--- src/rtl/intc_pkg.sv ---
// Shared types and constants for the interrupt controller: FSM states,
// config register map, bus widths and the source priority ranking.
package intc_pkg;

    localparam int unsigned DATA_W = 16;
    localparam int unsigned VEC_W  = 16;

    localparam logic [1:0] ADDR_ENABLE  = 2'd0;
    localparam logic [1:0] ADDR_PENDING = 2'd1;
    localparam logic [1:0] ADDR_ISR     = 2'd2;
    localparam logic [1:0] ADDR_CTRL    = 2'd3;

    typedef enum logic [1:0] {
        ST_IDLE    = 2'd0,
        ST_REQ     = 2'd1,
        ST_SERVICE = 2'd2
    } state_e;

    // Lower rank = more urgent; the trap id (== nsrc) outranks every irq_in.
    function automatic logic [7:0] prio_rank(input logic [7:0] id, input logic [7:0] nsrc);
        return (id == nsrc) ? 8'd0 : 8'(id + 8'd1);
    endfunction

endpackage

--- src/rtl/intr_ctrl_if.sv ---
// CPU-facing port of the interrupt controller: config register bus plus
// the req/ack/EOI handshake. The CPU is master, the controller is slave.
interface intr_ctrl_if;
    import intc_pkg::*;

    logic              cfg_we;
    logic [1:0]        cfg_addr;
    logic [DATA_W-1:0] cfg_wdata;
    logic [DATA_W-1:0] cfg_rdata;
    logic              cpu_irq;
    logic [VEC_W-1:0]  cpu_vec;
    logic              cpu_ack;
    logic              cpu_eoi;

    modport master (
        output cfg_we, cfg_addr, cfg_wdata, cpu_ack, cpu_eoi,
        input  cfg_rdata, cpu_irq, cpu_vec
    );

    modport slave (
        input  cfg_we, cfg_addr, cfg_wdata, cpu_ack, cpu_eoi,
        output cfg_rdata, cpu_irq, cpu_vec
    );

endinterface

--- src/rtl/intr_prio_enc.sv ---
// Fixed-priority encoder: bit N-1 (trap) wins, then bit 0, 1, ... N-2.
module intr_prio_enc #(
    parameter int unsigned N   = 5,
    parameter int unsigned IDW = $clog2(N)
) (
    input  logic [N-1:0]   req,
    output logic [IDW-1:0] id,
    output logic           valid
);

    always_comb begin
        id    = IDW'(0);
        valid = |req;
        // Descending scan so the lowest set irq index is the last to write.
        for (int i = int'(N) - 2; i >= 0; i--) begin
            if (req[i]) id = IDW'(i);
        end
        if (req[N-1]) id = IDW'(N - 1);
    end

endmodule

--- src/rtl/intr_ctrl.sv ---
// Interrupt controller: edge-latched pending bits, masking, fixed priority,
// req/ack/EOI handshake with per-source vectors. Nesting in INTC_NEST_EN.
module intr_ctrl
    import intc_pkg::*;
#(
    parameter int unsigned NSRC       = 4,
    parameter logic [15:0] VEC_BASE   = 16'h0008,
    parameter logic [15:0] VEC_STRIDE = 16'h0002
) (
    input  logic            clk,
    input  logic            reset,
    input  logic [NSRC-1:0] irq_in,
    input  logic            trap,
    intr_ctrl_if.slave      bus
);

    localparam int unsigned NS1 = NSRC + 1;
    localparam int unsigned IDW = $clog2(NS1);

    state_e           state, state_nxt;
    logic [NS1-1:0]   pend, pend_nxt;
    logic [NS1-1:0]   isr, isr_nxt;
    logic [NSRC-1:0]  enable;
    logic [NSRC-1:0]  irq_prev;
    logic             trap_prev;
    logic             gie;
    logic [IDW-1:0]   cur_id, cur_id_nxt;
    logic             cpu_irq_q, irq_nxt;
    logic [VEC_W-1:0] cpu_vec_q, vec_nxt;

    logic [NS1-1:0]   edges, elig, w1c, ack_clr, eoi_clr;
    logic [IDW-1:0]   elig_id, isr_hi_id;
    logic             elig_valid, isr_hi_valid;
    logic             wr_enable, wr_pending, wr_ctrl;
    logic             nest_ok;
    logic             unused_wdata;

    function automatic logic [VEC_W-1:0] vec_of(input logic [IDW-1:0] id);
        return VEC_W'(VEC_BASE + VEC_W'(id) * VEC_STRIDE);
    endfunction

    assign edges = {trap & ~trap_prev, irq_in & ~irq_prev};
    assign elig  = pend & {1'b1, enable & {NSRC{gie}}};

    assign wr_enable  = bus.cfg_we && (bus.cfg_addr == ADDR_ENABLE);
    assign wr_pending = bus.cfg_we && (bus.cfg_addr == ADDR_PENDING);
    assign wr_ctrl    = bus.cfg_we && (bus.cfg_addr == ADDR_CTRL);
    assign w1c        = wr_pending ? bus.cfg_wdata[NS1-1:0] : '0;
    assign unused_wdata = ^bus.cfg_wdata[DATA_W-1:NS1];

    intr_prio_enc #(.N(NS1), .IDW(IDW)) u_enc_elig (
        .req   (elig),
        .id    (elig_id),
        .valid (elig_valid)
    );

    intr_prio_enc #(.N(NS1), .IDW(IDW)) u_enc_isr (
        .req   (isr),
        .id    (isr_hi_id),
        .valid (isr_hi_valid)
    );

`ifdef INTC_NEST_EN
    assign nest_ok = elig_valid &&
                     (prio_rank(8'(elig_id), 8'(NSRC)) < prio_rank(8'(isr_hi_id), 8'(NSRC)));
`else
    assign nest_ok = 1'b0;
`endif

    // Handshake FSM; a committed request holds id/vec until ack.
    always_comb begin
        state_nxt  = state;
        cur_id_nxt = cur_id;
        irq_nxt    = cpu_irq_q;
        vec_nxt    = cpu_vec_q;
        isr_nxt    = isr;
        ack_clr    = '0;
        eoi_clr    = '0;
        case (state)
            ST_IDLE: begin
                if (elig_valid) begin
                    state_nxt  = ST_REQ;
                    cur_id_nxt = elig_id;
                    irq_nxt    = 1'b1;
                    vec_nxt    = vec_of(elig_id);
                end
            end
            ST_REQ: begin
                if (bus.cpu_ack) begin
                    state_nxt = ST_SERVICE;
                    irq_nxt   = 1'b0;
                    ack_clr   = NS1'(1) << cur_id;
                    isr_nxt   = isr | ack_clr;
                end
            end
            ST_SERVICE: begin
                if (bus.cpu_eoi) begin
                    eoi_clr = isr_hi_valid ? (NS1'(1) << isr_hi_id) : '0;
                    isr_nxt = isr & ~eoi_clr;
                    if (isr_nxt == '0) state_nxt = ST_IDLE;
                end else if (nest_ok) begin
                    state_nxt  = ST_REQ;
                    cur_id_nxt = elig_id;
                    irq_nxt    = 1'b1;
                    vec_nxt    = vec_of(elig_id);
                end
            end
            default: state_nxt = ST_IDLE;
        endcase
        // A fresh edge beats any clear of the same bit in this cycle.
        pend_nxt = (pend & ~(w1c | ack_clr)) | edges;
    end

    always_ff @(posedge clk) begin
        if (reset) state <= ST_IDLE;
        else       state <= state_nxt;
    end

    always_ff @(posedge clk) begin
        if (reset) begin
            pend      <= '0;
            isr       <= '0;
            enable    <= '0;
            gie       <= 1'b0;
            irq_prev  <= '0;
            trap_prev <= 1'b0;
            cur_id    <= '0;
            cpu_irq_q <= 1'b0;
            cpu_vec_q <= '0;
        end else begin
            pend      <= pend_nxt;
            isr       <= isr_nxt;
            irq_prev  <= irq_in;
            trap_prev <= trap;
            cur_id    <= cur_id_nxt;
            cpu_irq_q <= irq_nxt;
            cpu_vec_q <= vec_nxt;
            if (wr_enable) enable <= bus.cfg_wdata[NSRC-1:0];
            if (wr_ctrl)   gie    <= bus.cfg_wdata[0];
        end
    end

    assign bus.cpu_irq = cpu_irq_q;
    assign bus.cpu_vec = cpu_vec_q;

    always_comb begin
        bus.cfg_rdata = '0;
        case (bus.cfg_addr)
            ADDR_ENABLE:  bus.cfg_rdata = DATA_W'(enable);
            ADDR_PENDING: bus.cfg_rdata = DATA_W'(pend);
            ADDR_ISR:     bus.cfg_rdata = DATA_W'(isr);
            ADDR_CTRL:    bus.cfg_rdata = DATA_W'(gie);
            default:      bus.cfg_rdata = '0;
        endcase
    end

endmodule

--- src/flat_wrapper.sv ---
// flat-port wrapper written by rule: the top's interface ports become plain ports
module intr_ctrl_flat import intc_pkg::*;
#(
    parameter int unsigned NSRC       = 4,
    parameter logic [15:0] VEC_BASE   = 16'h0008,
    parameter logic [15:0] VEC_STRIDE = 16'h0002
)
  (clk, reset, irq_in, trap, bus_cfg_we, bus_cfg_addr, bus_cfg_wdata, bus_cpu_ack, bus_cpu_eoi, bus_cfg_rdata, bus_cpu_irq, bus_cpu_vec);
  intr_ctrl_if bus_i ();
  input  logic clk;
  input  logic reset;
  input  logic [NSRC-1:0] irq_in;
  input  logic trap;
  input wire logic [$bits(bus_i.cfg_we)-1:0] bus_cfg_we;
  input wire logic [$bits(bus_i.cfg_addr)-1:0] bus_cfg_addr;
  input wire logic [$bits(bus_i.cfg_wdata)-1:0] bus_cfg_wdata;
  input wire logic [$bits(bus_i.cpu_ack)-1:0] bus_cpu_ack;
  input wire logic [$bits(bus_i.cpu_eoi)-1:0] bus_cpu_eoi;
  output wire logic [$bits(bus_i.cfg_rdata)-1:0] bus_cfg_rdata;
  output wire logic [$bits(bus_i.cpu_irq)-1:0] bus_cpu_irq;
  output wire logic [$bits(bus_i.cpu_vec)-1:0] bus_cpu_vec;
  assign bus_i.cfg_we = bus_cfg_we;
  assign bus_i.cfg_addr = bus_cfg_addr;
  assign bus_i.cfg_wdata = bus_cfg_wdata;
  assign bus_i.cpu_ack = bus_cpu_ack;
  assign bus_i.cpu_eoi = bus_cpu_eoi;
  assign bus_cfg_rdata = bus_i.cfg_rdata;
  assign bus_cpu_irq = bus_i.cpu_irq;
  assign bus_cpu_vec = bus_i.cpu_vec;
  intr_ctrl #(.NSRC(NSRC), .VEC_BASE(VEC_BASE), .VEC_STRIDE(VEC_STRIDE)) u_core (.clk(clk), .reset(reset), .irq_in(irq_in), .trap(trap), .bus(bus_i));
endmodule
--- config.mk ---
export PLATFORM = sky130hd
export DESIGN_NAME = intr_ctrl_flat
export DESIGN_NICKNAME = d
export VERILOG_FILES = /design/src/rtl/intc_pkg.sv /design/src/rtl/intr_ctrl_if.sv /design/src/rtl/intr_prio_enc.sv /design/src/rtl/intr_ctrl.sv /design/src/flat_wrapper.sv
export SDC_FILE = /design/constraint.sdc
export NUM_CORES = 1
export LEC_CHECK = 0
export ABC_AREA = 0
export CORE_MARGIN = 2
export CORE_UTILIZATION = 44
export CTS_BUF_LIST = sky130_fd_sc_hd__clkbuf_4
export DETAILED_ROUTE_END_ITERATION = 16
export PLACE_DENSITY = 0.86
export SYNTH_ARGS = -nofsm -noshare
export SYNTH_HDL_FRONTEND = slang
export SYNTH_SLANG_ARGS = --single-unit
--- constraint.sdc ---
create_clock -name clk -period 1.7 [get_ports clk]
set_input_delay 0.17 -clock clk [delete_from_list [all_inputs] [get_ports clk]]
set_output_delay 0.17 -clock clk [all_outputs]
set_load 0.01 [all_outputs]
After elaboration in Yosys (flattened, before gate mapping)
Cells that the tools add are included.
{"block": "totals", "ff_bits": 42, "output_inout_bits": 33, "latch_bits": 0, "mem_count": 0, "inputBits": 28, "romBits": 0, "mem_bits_rw": 0, "wordCells": 75}
{"block": "op_classes", "reduce_logical": 14, "n_div": 0, "mul": 0, "eq_ne": 9, "n_shift": 2, "mux": 26, "addsub": 1, "bitwise": 13, "n_lt_le_gt_ge": 0}
{"cell": "one-hot mux 16 bit (4 select lines)", "count": 1}
{"cell": "2-to-1 mux 5 bit", "count": 6}
{"cell": "2-to-1 mux 3 bit", "count": 8}
{"cell": "bitwise AND 5 bit", "count": 3}
{"cell": "OR 5 bit", "count": 3}
{"cell": "2-to-1 mux 2 bit", "count": 6}
{"cell": "inverter 5 bit", "count": 2}
{"cell": "one-hot mux 5 bit (2 select lines)", "count": 1}
{"cell": "OR reduction 5 bit", "count": 2}
{"cell": "<< shifter 1 x 3 -> 5 bit (first input constant)", "count": 2}
{"cell": "bitwise AND 4 bit", "count": 2}
{"cell": "equality test 2 bit (second input constant)", "count": 3}
{"cell": "one-hot mux 2 bit (3 select lines)", "count": 1}
{"cell": "AND reduction 3 bit", "count": 2}
{"cell": "adder 4 x 4 -> 5 bit (first input constant)", "count": 1}
{"cell": "logical NOT 5 bit", "count": 1}
{"cell": "equality test 2 x 1 -> 1 bit (second input constant)", "count": 2}
{"cell": "logical NOT 2 bit", "count": 2}
{"cell": "inequality test 2 x 1 -> 1 bit (second input constant)", "count": 2}
{"cell": "inequality test 2 bit (second input constant)", "count": 2}
{"cell": "inverter 4 bit", "count": 1}
{"cell": "AND reduction 4 bit", "count": 1}
{"cell": "nonzero test 2 bit", "count": 2}
{"cell": "logical AND 1 bit", "count": 3}
{"cell": "5 further kinds", "count": 6}

Depth between registers and ports, before layout
Gate-level depths: netlist of the first run.
{"block": "depth", "word_depth": 13, "ltp_mapped": 4, "mapped_depth_nobuf": 3}

Hierarchy
A second synthesis of the first run with hierarchy kept.
{"block": "hier_totals", "cells_unflattened": 181, "hier_area_um2": 1542.7}
{"mod": "intr_ctrl", "area_per_inst_um2": 1445.1, "instances": 1, "cells_each": 167, "seq_area_each_um2": 540.5}
{"mod": "intr_prio_enc", "area_per_inst_um2": 48.8, "instances": 2, "cells_each": 7, "seq_area_each_um2": 0.0}

Least setup slack after synthesis of the first run
OpenSTA, ideal clock, no wires.
{"block": "synth_path", "kind": "register to register", "start": "register u_core.state[1]", "end": "register u_core.pend[0]", "t_required_ns": 1.584, "arrival_ns": 1.201, "setup_time_ns": 0.116, "n_path_buf": 1, "synth_period_minus_slack_ns": 1.317, "path_slack_ns": 0.383, "stages_incl_launch_ff": 5, "path_cell_list": "dfxtp_1 -> buf_6 -> nand3b_4 -> or4_4 -> a41o_1"}
{"block": "synth_between", "elab_chain_cells": 6}
{"item": "start, declared", "line": "intr_ctrl.sv:20", "rtl": "state_e state, state_nxt;"}
{"item": "start signal, assigned", "line": "intr_ctrl.sv:116", "rtl": "else state <= state_nxt;"}
{"item": "equality test 2 x 1 -> 1 bit", "line": "intr_ctrl.sv:79", "rtl": "case (state)"}
{"item": "2-to-1 mux 5 bit", "line": "intr_ctrl.sv:79"}
{"item": "OR 5 bit", "line": "intr_ctrl.sv:111", "rtl": "pend_nxt = (pend & ~(w1c | ack_clr)) | edges;"}
{"item": "inverter 5 bit", "line": "intr_ctrl.sv:111"}
{"item": "bitwise AND 5 bit", "line": "intr_ctrl.sv:111"}
{"item": "OR 5 bit", "line": "intr_ctrl.sv:111"}
{"item": "end signal, assigned", "line": "intr_ctrl.sv:131", "rtl": "pend <= pend_nxt;"}
{"item": "end, declared", "line": "intr_ctrl.sv:21", "rtl": "logic [NS1-1:0] pend, pend_nxt;"}
No other way between the ends.
A chain may end at the register's enable or synchronous reset.

Worst setup path after layout of the first run
{"block": "layout_path", "start": "register u_core.pend[0]", "end": "output port bus_cfg_rdata[0]"}
{"block": "layout_between", "elab_chain_cells": 1}
{"item": "one-hot mux 16 bit (4 select lines)", "line": "intr_ctrl.sv:148", "rtl": "case (bus.cfg_addr)"}
{"item": "end, declared", "line": "flat_wrapper.sv:19", "rtl": "output wire logic [$bits(bus_i.cfg_rdata)-1:0] bus_cfg_rdata;"}
No other way between the ends. The select of a mux whose other input is x is not followed.

==> qor.yml, run 1 <==
hpwl_um: 2306
first_global_vias: 1046
yosys.area_share.simple_pct: 20.75
fin_setup_tns_ns: 0
grt_use_total_pct: 16.75
p_comb_share_pct: 18.6
diodes: 0
reg2reg_depth: 3
layout_min_cycle_time_ns: 1.600
clock-skew-final_ns: 0.003482
synth_cell_types: 44
critPathLaunch: "u_core.pend[0]"
setup_viol: 0
syn_area_mm2: 0.001459
overflow: 0
num_io_pins: 61
area_delta_synth_final_pct: 21.70
cts_root_buf: "clkbuf_4"
path_class: "register to output port"
synth_fa_ha_area_share_pct: 0.6861
dp_cells: 232
post-cts-setup-buffer-count: 0
final-max-slew-violation-count: 0
finalInstanceArea_mm2: 0.001775
synth_edf_count: 0
worstPathCellList: "mux4_2 -> dlygate4sd2_1"
p_leak_uw: 0.0007913
synth_xor_area_share_pct: 0
cp_top_family: "multiplexers"
status: "finished, final reports clean"
clk_latency_ns: 0.31
synthArstFlopShare_pct: 0
p_sw_uw: 323.1
dr.pass1.iters: 4
grt_antenna_before_repair: 0
totalWireLength_um: 2874
yosys-top-cells-area: "dfxtp_1 (37%), buf_4 (12%), mux2i_1 (5.5%), nor2b_1 (4.3%), nand2_1 (2.8%)"
routed-via-count: 1181
ys.warnings.count: 0
synth_seq_cells: 27
p_int_uw: 897.7
maxSlewHeadroom_pct: 64.58
synth_top_family_by_area: "simple AND/OR/NAND/NOR gates"
synthFlopType: "dfxtp_1"
reg2reg_from: "u_core.state[0]"
arrival_ns: 1.43
worstHoldPathType: "input port to register"
post_synth.cell_area_avg_um2: 9.234
fmaxAchievable_mhz: 625.0
cts_inserted_buffers: 3
avgRoutedWirePerCell_um: 12.18
r2r_slack_ns: 0.21
synth_compound_area_share_pct: 17.84
ys_seq_area_share_pct: 37.05
path_buf_inv: 1
crit_cells: 2
initial_core_util_pct: 47.02
die_y_um: 61.58
finalWeightedCongestion: 0.8066
muxShareOfSynthArea_pct: 7.033
drtIter0Drc: 45
clk_pin_slew_ns: 0.14
cp-end-kind: "output port"
cp_slowest_stage_delay_ns: 0.45
synthCells: 158
sw_frac_of_total_pct: 26.47
grt_pass1_wl_um: 4733
clock_power_share_pct: 23.4
worstPathRequired_ns: 1.53
cts.path.max_buffers: 2
worstMarginPinSlew_ns: 0.5239
clock_sinks: 27
grt_max_degree: 15
critPathSlowestCell: "mux4_2"
htree_levels: 1
critical_path.endpoint: "bus_cfg_rdata[0]"
min_period_over_period_pct: 94.12
antenna_left: 0
dpl_cell_area_mm2: 0.001730
die-area_mm2: 0.003792
die_w_um: 61.58
port_buffers: 26
power_frac_seq_pct: 58.0
fin_nets: 221
num_rows: 20
synth_top_area_cell: "dfxtp_1"
r2r_end: "u_core.pend[0]"
maxCapViolations: 0
ir_drop_v: 0.0004014
drive_gt1_share_pct: 14.06
core_area_mm2: 0.003103
hold_viol: 0
start_kind: "register"
powerDensity_mw_per_mm2: 687.6
rsz0062_at_grt: "no"
yosysTopAreaCellShare_pct: 37.05
viasPerCell: 5.004
drc: 0
final_cells: 236
cp_max_fo: 4
tritoncts: "built"
## cells in the final DEF, fill, tap and decap left out, types with 3 or more instances in the layout
master,count
nor2_1,7
a21oi_1,5
a211o_1,3
clkbuf_4,4
dfxtp_1,23
dfxtp_2,3
mux2i_1,8
clkdlybuf4s50_1,20
o2bb2ai_1,3
conb_1,23
o21ai_0,7
buf_4,11
dlygate4sd2_1,4
nor2b_1,9
nand3b_1,4
nand2_1,11
a41o_1,3
inv_1,7
## metal layers
layer	global-route usage (%)	wire length [µm]	up-vias
met2	25.56	1331	44
met5	0	0	-
li1	-	-	590
met3	3.361	111	6
met4	5.775	43	0
met1	23.55	1387	541
## worst min-delay path by stage
| stage | endpoint | from | slack (ns) | depth (start not counted) |
|---|---|---|---|---|
| finish | u_core.irq_prev[0] | irq_in[0] | 0.40 | 2 |
| global route | u_core.irq_prev[1] | irq_in[1] | 0.39 | 2 |
| CTS | u_core.irq_prev[0] | irq_in[0] | 0.39 | 2 |
| detailed placement | u_core.pend[2] | u_core.irq_prev[2] | 0.45 | 2 |
| global placement | u_core.pend[2] | u_core.irq_prev[2] | 0.44 | 2 |
| floorplan | u_core.irq_prev[0] | reset | 0.25 | 1 |
## power groups by stage
| stage | combinational (µW) | sequential, µW | clock (µW) |
|---|---|---|---|
| after detailed placement | 229 | 722 | 0 |
| after global routing | 253 | 714 | 327 |
| after CTS | 227 | 708 | 296 |
| final | 227 | 708 | 285 |
| after floorplan | 180 | 706 | 0 |
| after global placement | 226 | 721 | 0 |
## area by class of cell
cell class / count / area [µm²]
Clock buffer: 4 / 30.03
Fill cell: 292 / 1328
Inverter: 8 / 30.03
Multi-Input combinational cell: 116 / 769.5
Sequential cell: 27 / 548.0
Tap cell: 44 / 55.05
Timing Repair Buffer: 37 / 342.8
## kinds of logic (layout without fill, tap and decap cells)
| logic type | after synthesis | count (layout) |
|---|---|---|
| flip-flops | 27 | 27 |
| other | 1 | 23 |
| adder cells (fa/ha/maj) | 1 | 1 |
| AO/OA/AOI/OAI | 35 | 35 |
| AND/OR/NAND/NOR | 48 | 48 |
| buffers and inverters | 37 | 49 |
| multiplexers | 9 | 9 |
## metrics by stage
step / util [%] / power [µW] / hold WS [ns] / worst slack (ns)
floorplan: - / 886.0 / 0.2491 / 0.3832
finish: 57.22 / 1221 / 0.3989 / 0.09989
CTS: 56.94 / 1231 / 0.3927 / 0.01431
global placement: 55.77 / 946.6 / 0.4379 / -0.1890
global route: 57.22 / 1294 / 0.3867 / 0.02107
detailed placement: 55.77 / 950.7 / 0.4542 / -0.2364
## repair_timing
item | 4_1_cts | 5_1_grt
setup endpoints to repair | 5 | 2
cloned | 0 | 0
hold buffers | 0 | 0
gates resized for setup | 9 | 4
## sequential cells by signal, indices dropped and copies added (netlist names)
signal and flops:
u_core.trap_prev 1, u_core.enable 4, u_core.bus.cpu_vec 1, u_core.state 2, u_core.bus.cpu_irq 1, u_core.gie 1
u_core.cur_id 3, u_core.pend 5, u_core.isr 5, u_core.irq_prev 4
## Yosys cell counts (2+ instances only)
master	number
a2111oi_0	2
nor3b_2	2
a32o_1	2
dfxtp_1	27
nand3b_1	4
inv_1	7
a22o_1	2
nand2_1	11
mux2i_1	8
nor2b_1	10
a41o_1	3
o2bb2ai_1	3
buf_4	24
clkbuf_1	2
o21ai_0	7
buf_2	2
a21oi_1	5
nand3_1	2
a211o_1	3
nor2_1	7
nor4b_1	2
Power figures use the tool's default switching activity.
==> inputs of run 2 (changes only) <==
--- a/config.mk
+++ b/config.mk
@@ -11,6 +11,7 @@
 export CTS_BUF_LIST = sky130_fd_sc_hd__clkbuf_4
 export DETAILED_ROUTE_END_ITERATION = 16
 export PLACE_DENSITY = 0.86
+export SKIP_CTS_REPAIR_TIMING = 1
 export SYNTH_ARGS = -nofsm -noshare
 export SYNTH_HDL_FRONTEND = slang
 export SYNTH_SLANG_ARGS = --single-unit
==> run 2 against run 1 <==
- sequential share of layout area decreased by 0.55 points
- hold slack is essentially flat
- register-to-register slack hardly changed
- clock power is essentially flat
- routed wire length rose by 0.14%
- critical path depth is 1 higher
- critical endpoint is now bus_cfg_rdata[4]
- largest power group unchanged
- highest routed layer unchanged
==> qor.yml, run 2 (synthesis gave the netlist of run 1 again) <==
status: "finished, final reports clean"
top_regs: "u_core.isr: 5 flops, u_core.pend: 5 flops"
critPathSlowestCell: "clkdlybuf4s50_1"
clock_sinks: 27
hold_viol: 0
path_class: "register to output port"
cts_root_buf: "clkbuf_4"
clock-skew-final_ns: 0.003055
htree_levels: 1
dr.pass1.iters: 4
hold_depth: 2
fin_nets: 221
min_period_over_period_pct: 93.61
die_w_um: 61.58
reg2reg_from: "u_core.state[0]"
cts.path.max_buffers: 2
worstMarginPinSlew_ns: 0.5254
maxSlewHeadroom_pct: 64.48
final-max-slew-violation-count: 0
rsz0062_at_grt: "no"
tritoncts: "built"
hpwl_um: 2306
totalWireLength_um: 2878
port_buffers: 26
hold_ws_ns: 0.3986
worstPathCellList: "nand2_1 -> nand2_1 -> clkdlybuf4s50_1"
final_util_pct: 57.46
setup_viol: 0
cp_max_fo: 5
mostFrequentLayoutCells: "dfxtp_1 (27), conb_1 (23), clkdlybuf4s50_1 (20)"
antenna_left: 0
worstHoldStart: "irq_in[0]"
fmaxAchievable_mhz: 628.4
grt_antenna_before_repair: 0
grt_use_total_pct: 16.75
diodes: 0
r2r_end: "u_core.pend[0]"
start_kind: "register"
die-area_mm2: 0.003792
clock_power_share_pct: 23.4
power_frac_seq_pct: 57.9
ir_drop_v: 0.0004025
p_int_uw: 901.4
layout_min_cycle_time_ns: 1.591
finalInstanceArea_mm2: 0.001783
area_delta_synth_final_pct: 22.21
first_global_vias: 1051
cts_inserted_buffers: 3
avgRoutedWirePerCell_um: 12.19
num_rows: 20
arrival_ns: 1.42
grt_pass1_wl_um: 4733
sw_frac_of_total_pct: 26.47
routed-via-count: 1175
p_comb_share_pct: 18.7
reg2reg_depth: 3
clk_pin_slew_ns: 0.14
drive_gt1_share_pct: 11.98
maxCapViolations: 0
filler_cell_count: 291
r2r_slack_ns: 0.22
viasPerCell: 4.979
p_sw_uw: 324.5
initial_core_util_pct: 47.02
grt_max_degree: 15
core_area_mm2: 0.003103
clk_latency_ns: 0.31
worstHoldPathType: "input port to register"
finalPower_uw: 1226
cp_slowest_stage_delay_ns: 0.53
fin_setup_tns_ns: 0
overflow: 0
die_y_um: 61.58
drc: 0
p_leak_uw: 0.0008299
path_common_cell: "nand2_1"
min_to: "u_core.irq_prev[0]"
worstPathRequired_ns: 1.53
powerDensity_mw_per_mm2: 687.6
drtIter0Drc: 56
finalWeightedCongestion: 0.8066
num_io_pins: 61
dpl_cell_area_mm2: 0.001730
cp-end-kind: "output port"
final_common_cell: "dfxtp_1"
## run 2: worst max-delay path, delay by kind of cell (launching register included)
family | cells | cell delay [ns]
buffers and inverters | 1 | 0.53
AND/OR/NAND/NOR | 2 | 0.15
flip-flops | 1 | 0.44
## run 2: cell type report
class                      instances  area, µm²  area share (%)
multi-input combinational        116      769.5           43.16
sequential                        27      540.5           30.32
timing repair buffer              37      357.8           20.07
tap                               44      55.05           3.088
clock buffer                       4      30.03           1.684
inverter                           8      30.03           1.684
## run 2: how the worst max path moves through the flow
stage | from | end | depth (start not counted)
after floorplan | u_core.state[1] | u_core.pend[0] | 4
after global placement | bus_cfg_addr[0] | bus_cfg_rdata[3] | 5
after detailed placement | bus_cfg_addr[0] | bus_cfg_rdata[3] | 5
after CTS | bus_cfg_addr[0] | bus_cfg_rdata[3] | 5
after global routing | u_core.isr[4] | bus_cfg_rdata[4] | 3
final | u_core.pend[4] | bus_cfg_rdata[4] | 3
## run 2: power by group through the flow
| stage | Clock, µW | Combinational [µW] | Sequential (µW) |
|---|---|---|---|
| floorplan | 0 | 180 | 706 |
| global placement | 0 | 226 | 721 |
| detailed placement | 0 | 229 | 722 |
| CTS | 296 | 229 | 708 |
| global route | 326 | 255 | 716 |
| finish | 286 | 229 | 710 |
## run 2: per-stage QoR
step / cells / setup WS [ns]
after floorplan: 180 / 0.3832
after global placement: 232 / -0.1890
after detailed placement: 232 / -0.2364
after CTS: 236 / -0.2440
after global routing: 236 / 0.02683
final: 236 / 0.1086
## run 2: per-layer routing
layer | up-vias | routed length, µm | global-route usage, %
met4 | 0 | 22 | 5.775
li1 | 591 | - | -
met2 | 43 | 1353 | 25.56
met5 | - | 0 | 0
met3 | 4 | 107 | 3.361
met1 | 537 | 1395 | 23.55
==> inputs of run 3 (changes only) <==
==> constraint.sdc (replaced) <==
create_clock -name clk -period 1.5 [get_ports clk]
set_input_delay 0.15 -clock clk [delete_from_list [all_inputs] [get_ports clk]]
set_output_delay 0.15 -clock clk [all_outputs]
set_load 0.01 [all_outputs]
==> run 3 against run 2 <==
- routed wire length is 10% higher
- final cell count is 4.2% higher
- final area is 6.0% higher
- hold slack worse by 0.029 ns
- non-clock buffer count is 10 higher
- count of clock-buffer cells in the layout stayed put
- first-iteration DRC count is 32% higher
- sequential power is 12% higher
- clock power is 15% higher
- critical path type is now register to register
- critical endpoint is now u_core.cur_id[0]
- largest power group unchanged
==> qor.yml, run 3 (synthesis gave the netlist of run 1 again) <==
grt_pass1_wl_um: 5030
cp_slowest_stage_delay_ns: 0.40
p_sw_uw: 381.0
overflow: 0
die_w_um: 61.58
clock_power_share_pct: 23.3
grt_use_total_pct: 18.26
die-area_mm2: 0.003792
powerDensity_mw_per_mm2: 750.3
cp_max_fo: 7
worstHoldStart: "trap"
avgRoutedWirePerCell_um: 12.93
p_comb_share_pct: 20.8
filler_cell_count: 264
core_area_mm2: 0.003103
area_delta_synth_final_pct: 29.50
routed-via-count: 1239
r2r_end: "u_core.cur_id[0]"
drive_gt1_share_pct: 20.30
num_rows: 20
p_int_uw: 1037
antenna_left: 0
reg2reg_depth: 4
setup_viol: 0
finalPower_uw: 1418
dr.pass1.iters: 4
status: "finished, final reports clean"
p_leak_uw: 0.0009025
worstPathRequired_ns: 1.74
min_to: "u_core.trap_prev"
min_period_over_period_pct: 98.00
hold_viol: 0
worstPathCellList: "buf_4 -> nor3b_2 -> o21ai_1 -> a32o_1"
top_regs: "u_core.isr: 5 flops, u_core.pend: 5 flops"
maxCapViolations: 0
diodes: 0
grt_antenna_before_repair: 0
clock_sinks: 27
power_frac_seq_pct: 55.9
fin_nets: 231
start_kind: "register"
hpwl_um: 2481
tritoncts: "built"
grt_max_degree: 15
drtIter0Drc: 74
initial_core_util_pct: 47.02
port_buffers: 26
layout_min_cycle_time_ns: 1.470
first_global_vias: 1092
cts_inserted_buffers: 3
worstHoldPathType: "input port to register"
arrival_ns: 1.71
reg2reg_from: "u_core.state[1]"
final_common_cell: "conb_1"
place_ws_ns: -0.5017
r2r_slack_ns: 0.03
multi_input_area_um2: 775.7
drc: 0
cts_root_buf: "clkbuf_4"
regArea_um2: 559.3
final-max-slew-violation-count: 0
viasPerCell: 5.037
htree_levels: 1
ir_drop_v: 0.0005890
clk_latency_ns: 0.33
clock-skew-final_ns: 0.006517
sw_frac_of_total_pct: 26.88
clk_pin_slew_ns: 0.14
path_class: "register to register"
num_io_pins: 61
critPathSlowestCell: "dfxtp_1"
mostFrequentLayoutCells: "conb_1 (23), buf_4 (20), dfxtp_1 (20)"
totalWireLength_um: 3180
die_y_um: 61.58
fmaxAchievable_mhz: 680.3
setup_slack_ns: 0.03001
finalWeightedCongestion: 0.8079
cp-end-kind: "register"
hold_depth: 2
cts.path.max_buffers: 2
==> run 3: metrics by stage <==
stage	cells	utilization, %	TNS, ns	hold WS (ns)	cell area (µm²)
finish	246	60.89	0	0.3692	1889
global route	246	60.89	-0.1057	0.3726	1889
CTS	244	58.67	-2.176	0.3641	1821
detailed placement	240	57.70	-3.156	0.4560	1790
global placement	240	57.70	-2.625	0.4394	1790
floorplan	180	-	0	0.2291	1541
==> run 3: worst max path at each step <==
stage / start / to / depth (start not counted)
final: u_core.state[1] / u_core.cur_id[0] / 4
after global routing: u_core.state[1] / u_core.cur_id[1] / 4
after CTS: bus_cfg_addr[0] / bus_cfg_rdata[3] / 5
after detailed placement: bus_cfg_addr[0] / bus_cfg_rdata[3] / 5
after global placement: bus_cfg_addr[0] / bus_cfg_rdata[2] / 5
after floorplan: u_core.state[1] / u_core.pend[0] / 4
==> run 3: power by group through the flow <==
stage | registers (µW) | clock network (µW) | logic [µW]
finish | 792 | 330 | 295
global route | 799 | 370 | 325
CTS | 797 | 339 | 284
detailed placement | 812 | 0 | 283
global placement | 811 | 0 | 276
floorplan | 800 | 0 | 204
==> run 3: critical path, delay by kind of cell (launching register included) <==
family	cells	cell delay (ns)
buf+inv	1	0.17
flops	1	0.40
compound gates	2	0.49
simple gates	1	0.32
==> run 3: layer usage <==
layer	up-vias	GRT usage, %	wire (µm)
li1	604	-	-
met1	582	24.32	1433
met2	45	29.32	1546
met3	8	1.891	131
met4	0	9.119	69
met5	-	0	0
==> run 3: layout make-up <==
type                    count  area share (%)
repair buffers             47           23.25
inverters                   8           1.589
clock buffers               4           1.589
well taps                  44           2.914
flip-flops and latches     27           29.60
multi-input cells         116           41.06
